--- src/rtl/synaptic_current.sv ---
// ============================================================================
// Module   : synaptic_current
// Brief    : Spike FIFO + leaky Q16.16 accumulator producing neuron input current.
//            Optional macro SYN_SATURATE_EN selects saturating (vs wrapping) accumulation.
// Revision : 1.0 - initial release
// ============================================================================
`default_nettype none

module synaptic_current #(
    parameter int N         = 32,
    parameter int DEPTH     = 4,
    parameter int TAU_SHIFT = 3
) (
    input  logic                       clk,
    input  logic                       rst_n,
    input  logic                       spk_valid,
    output logic                       spk_ready,
    input  logic [N-1:0]               spk_weight,
    input  logic                       step,
    output logic [N-1:0]               I_out,
    output logic                       I_valid,
    output logic [$clog2(DEPTH):0]     fifo_count,
    output logic                       overrun
);

    localparam int AW = $clog2(DEPTH);
    localparam int CW = AW + 1;

    typedef enum logic [1:0] {
        S_IDLE    = 2'd0,
        S_DRAIN   = 2'd1,
        S_DECAY   = 2'd2,
        S_PUBLISH = 2'd3
    } state_t;

    state_t                state_q;
    logic [N-1:0]          mem_q [DEPTH];
    logic [AW-1:0]         wr_ptr_q;
    logic [AW-1:0]         rd_ptr_q;
    logic [CW-1:0]         count_q;
    logic [CW-1:0]         count_d;
    logic [CW-1:0]         k_q;
    logic signed [N-1:0]   acc_q;
    logic signed [N-1:0]   acc_sum_d;
    logic signed [N-1:0]   acc_decay_d;
    logic signed [N-1:0]   head;
    logic [N-1:0]          I_out_q;
    logic                  I_valid_q;
    logic                  overrun_q;
    logic                  step_pending_q;
    logic                  full;
    logic                  push;
    logic                  pop;

    assign full       = (count_q == CW'(DEPTH));
    assign spk_ready  = !full;
    assign push       = spk_valid && !full;
    assign pop        = (state_q == S_DRAIN);
    assign head       = mem_q[rd_ptr_q];
    assign I_out      = I_out_q;
    assign I_valid    = I_valid_q;
    assign fifo_count = count_q;
    assign overrun    = overrun_q;

    always_comb begin
        count_d = count_q + CW'(push) - CW'(pop);
    end

`ifdef SYN_SATURATE_EN
    logic signed [N:0] acc_wide;
    always_comb begin
        acc_wide = {acc_q[N-1], acc_q} + {head[N-1], head};
        // Top two bits disagree only on overflow; clamp toward the sign of the true sum.
        if (acc_wide[N] != acc_wide[N-1]) begin
            acc_sum_d = acc_wide[N] ? {1'b1, {(N-1){1'b0}}} : {1'b0, {(N-1){1'b1}}};
        end else begin
            acc_sum_d = acc_wide[N-1:0];
        end
    end
`else
    always_comb begin
        acc_sum_d = acc_q + head;
    end
`endif

    always_comb begin
        acc_decay_d = acc_q - (acc_q >>> TAU_SHIFT);
    end

    // Storage is not reset: the pointers alone define which entries are live.
    always_ff @(posedge clk) begin
        if (push) begin
            mem_q[wr_ptr_q] <= spk_weight;
        end
    end

    always_ff @(posedge clk or negedge rst_n) begin
        if (!rst_n) begin
            state_q        <= S_IDLE;
            wr_ptr_q       <= '0;
            rd_ptr_q       <= '0;
            count_q        <= '0;
            k_q            <= '0;
            acc_q          <= '0;
            I_out_q        <= '0;
            I_valid_q      <= 1'b0;
            overrun_q      <= 1'b0;
            step_pending_q <= 1'b0;
        end else begin
            count_q   <= count_d;
            I_valid_q <= 1'b0;
            if (push) begin
                wr_ptr_q <= wr_ptr_q + AW'(1);
            end
            if (pop) begin
                rd_ptr_q <= rd_ptr_q + AW'(1);
            end

            case (state_q)
                S_IDLE: begin
                    if (step || step_pending_q) begin
                        // Snapshot includes this edge's push; later pushes wait for the next step.
                        step_pending_q <= 1'b0;
                        k_q            <= count_d;
                        state_q        <= (count_d != '0) ? S_DRAIN : S_DECAY;
                    end
                end
                S_DRAIN: begin
                    acc_q <= acc_sum_d;
                    k_q   <= k_q - CW'(1);
                    if (k_q == CW'(1)) begin
                        state_q <= S_DECAY;
                    end
                end
                S_DECAY: begin
                    acc_q   <= acc_decay_d;
                    state_q <= S_PUBLISH;
                end
                S_PUBLISH: begin
                    I_out_q   <= acc_q;
                    I_valid_q <= 1'b1;
                    state_q   <= S_IDLE;
                end
                default: begin
                    state_q <= S_IDLE;
                end
            endcase

            if (step && (state_q != S_IDLE)) begin
                if (step_pending_q) begin
                    overrun_q <= 1'b1;
                end else begin
                    step_pending_q <= 1'b1;
                end
            end
        end
    end

endmodule

`default_nettype wire

--- config.mk ---
export PLATFORM = sky130hd
export DESIGN_NAME = synaptic_current
export DESIGN_NICKNAME = d
export VERILOG_FILES = /design/src/rtl/synaptic_current.sv
export SDC_FILE = /design/constraint.sdc
export NUM_CORES = 1
export LEC_CHECK = 0
export ABC_AREA = 1
export CORE_MARGIN = 8
export CORE_UTILIZATION = 45
export CTS_CLUSTER_SIZE = 8
export DETAILED_ROUTE_END_ITERATION = 10
export HOLD_SLACK_MARGIN = 0.1
export PLACE_DENSITY = 0.68
export SETUP_SLACK_MARGIN = 0.4
export SYNTH_ARGS = -nofsm -noshare
export SYNTH_HDL_FRONTEND = slang
export SYNTH_SLANG_ARGS = --single-unit
--- constraint.sdc ---
create_clock -name clk -period 3.6 [get_ports clk]
set_input_delay 0.36 -clock clk [delete_from_list [all_inputs] [get_ports clk]]
set_output_delay 0.36 -clock clk [all_outputs]
set_load 0.005 [all_outputs]
==> impl_metrics.py <==
metrics = {
    "worst_hold_path": {
        "hold_class": "in -> reg",
        "hp-start": "spk_weight[23]",
        "min_path_cells": 1,
    },
    "timing": {
        "period_share": 0.9993,
        "period_needed_ps": 3597,
        "final_max_slew_viol_count": 0,
        "setup_ws_ps": 2.573,
        "final_hold_viol_count": 0,
        "fmax_mhz": 278.0,
        "finClkSkew_ps": 16.20,
        "slew_headroom": 0.2256,
        "setup_viol": 0,
        "rsz0062_at_grt": "yes",
        "worstMarginPinSlew_ps": 1160,
    },
    "synthesis": {
        "ys_async_sr_fraction": 0.3816,
        "yosys_warnings": 0,
        "yosysSeqAreaShare": 0.5347,
        "synth.top_cell.area_share": 0.3531,
        "synth_area_mm2": 0.01089,
        "yosys.cell_types.count": 44,
        "synth_area_leaders": "edfxtp_1 (35%), dfrtp_1 (18%), nand2_1 (13%), ha_1 (5.1%), nand3_1 (4.7%)",
        "synth_edf_count": 128,
        "ys_seq_elements": 207,
        "synth_ff_type": "edfxtp_1",
        "synth.top_cells.by_count": "nand2_1 (371), edfxtp_1 (128), nand3_1 (102)",
        "synth_area_leader_cell": "edfxtp_1",
        "syn_area_per_cell_um2": 9.125,
        "synthCells": 1193,
        "synth_nets": 1275,
        "synth_most_common_cell": "nand2_1",
    },
    "global_route": {
        "grt_usage": 0.2058,
        "grt_pass1_vias": 9319,
        "grt-ovfl-total": 0,
        "grt_max_degree": 67,
        "antenna_found_initial": 0,
        "grt_pass1_wl_um": 47970,
    },
    "clock_network": {
        "clockRootBuffer": "clkbuf_16",
        "cts_tree": "yes",
        "cts_made_buffers": 29,
        "cts.sinks": 207,
        "clkTransAtPathRegs_ps": 60,
        "clockBufferDepth": 3,
        "insertion_delay_ps": 560,
        "htreeDepth": 1,
    },
    "floorplanning": {
        "die_area_mm2": 0.02943,
        "coreArea_mm2": 0.02403,
        "rows": 57,
        "die_y_um": 171.5,
        "die_w_um": 171.5,
        "start_util": 0.4530,
        "ios": 74,
    },
    "critical_path": {
        "cp-start-kind": "flop",
        "startpoint": "rd_ptr_q[0]",
        "timing.rr.start": "rd_ptr_q[0]",
        "path_class": "reg -> reg",
        "crit_path_end_kind": "flop",
        "cp_common_cell": "nand2_1",
        "critPathMaxFanout": 14,
        "cpPeakStageDelay_ps": 440,
        "path_cells": "buf_6 -> buf_12 -> nand2_1 -> nand3_1 -> nand2_2 -> nand2_1 -> nor2_2 -> nand4_1 -> buf_4 -> xor2_1 -> nand2_1 -> o21ai_1 -> ha_4 -> nand2_4 -> nor2_4 -> inv_2 -> nor2_2 -> nor2_2 -> o21ai_1 -> nor2_1 -> nand2_1 -> nand2_1 -> nand3_1 -> o21ai_1",
        "slowest_stage": "dfrtp_2",
        "cp_data_arrival_time_ps": 4070,
        "reg2regPathDepth": 24,
        "cp.required_ps": 4080,
    },
    "detailed_routing": {
        "dr.pass1.iters": 6,
        "drtIter0Drc": 723,
        "vias_per_cell": 5.300,
        "via_count": 9428,
        "drc": 0,
        "routed_wl_um": 31780,
        "ant_nets": 0,
        "drt-wirelength-per-cell_um": 17.86,
    },
    "placement": {
        "gp_congestion": 0.9359,
        "portBuffers": 73,
        "dp_slack_ps": -94.07,
        "hpwl_um": 19220,
    },
    "cells_and_area": {
        "fin_util": 0.6425,
        "fin_nets": 1521,
        "syn2layout_area_growth_pct": 41.83,
        "diodes": 0,
        "multi_input_area_mm2": 0.005778,
        "fillers": 1850,
        "drive_gt1_frac": 0.3471,
        "regArea_mm2": 0.005822,
    },
    "outcome": {
        "status": "completed",
    },
    "run": {
        "cap_violations": 0,
    },
}
-- sequential cells by signal (all words and copies together) (netlist names) --
name,count
mem_q,128
I_out,32
acc_q,32
fifo_count,3
k_q,3
rd_ptr_q,2
state_q,2
wr_ptr_q,2
I_valid,1
overrun,1
step_pending_q,1
-- logic make-up after synthesis --
kind of cell,count (synthesis),share of synthesized area
AOI/OAI and AO/OA,147,0.07172
muxes,29,0.02942
adders and majority gates,46,0.05425
buffers and inverters,110,0.04149
and+or+nand+nor,610,0.2331
DFF,207,0.5347
xor gates and xnor gates,44,0.03540
-- routing by layer --
metal | GRT usage | vias up | wire length [µm]
met2 | 0.3606 | 283 | 15770
met5 | 0 | - | 0
met1 | 0.2560 | 4533 | 13070
met4 | 0.07070 | 0 | 1253
li1 | - | 4528 | -
met3 | 0.03007 | 84 | 1685
-- worst paths after layout --
kind                                endpoint  slack, ps
min in group asynchronous           acc_q[9]        470
max in group asynchronous           acc_q[2]       2430
worst min register to register       overrun        470
worst max-delay path               acc_q[26]          3
worst max register to register     acc_q[26]          3
worst min-delay path            mem_q[3][23]        440
-- repair_timing --
action | in CTS | in global routing
setup endpoints to repair | 22 | 26
endpoints found under the hold margin | 65 | 0
buffers inserted | 55 | 15
pin swaps | 119 | 69
gates cloned | 8 | 0
resized for setup | 236 | 128
hold buffers | 1 | 0
-- cell usage in the layout, fill, tap and decap left out, types with 19 or more instances in the layout --
| cell type | count |
|---|---|
| nand3_2 | 21 |
| clkbuf_16 | 29 |
| a21oi_1 | 26 |
| ha_1 | 29 |
| xor2_1 | 19 |
| nand3_1 | 80 |
| buf_6 | 20 |
| mux2_2 | 24 |
| o21ai_0 | 29 |
| dfrtp_1 | 78 |
| a21oi_2 | 21 |
| edfxtp_1 | 128 |
| nor2_2 | 39 |
| nor2_1 | 42 |
| o21ai_1 | 33 |
| buf_4 | 148 |
| nand2_2 | 76 |
| inv_1 | 62 |
| nand2_1 | 284 |
| clkdlybuf4s50_1 | 72 |
-- area by class of cell --
cell class                      count  share of cell area
Clock buffer                       46             0.05113
Sequential cell                   207              0.3770
Timing Repair Buffer              252              0.1514
Multi-Input combinational cell    876              0.3742
Inverter                           73             0.01872
Tap cell                          324             0.02625
Clock inverter                      1            0.001296
-- stage by stage --
| stage | setup TNS (ps) | hold slack [ps] | cells | cell area [µm²] |
|---|---|---|---|---|
| 5_1_grt | -2627 | 456.3 | 1779 | 15440 |
| 3_5_place_dp | -95.92 | 457.6 | 1653 | 12650 |
| 6_report | 0 | 440.5 | 1779 | 15440 |
| 2_1_floorplan | 0 | 64.41 | 1193 | 10900 |
| 3_3_place_gp | -98.25 | 455.3 | 1653 | 12650 |
| 4_1_cts | 0 | 433.9 | 1764 | 14800 |
-- worst max-delay path: cells and delay by family (launching register included) --
kind	cells	cell delay (ps)
AND/OR/NAND/NOR	15	1630
flip-flops	1	440
buffers and inverters	4	560
adder cells (fa/ha/maj)	1	290
XOR/XNOR	1	180
AO/OA/AOI/OAI	3	390
Power is left out: the tool's default activity adds up to more than one toggle a clock period on the data nets, which glitch-free logic cannot reach.
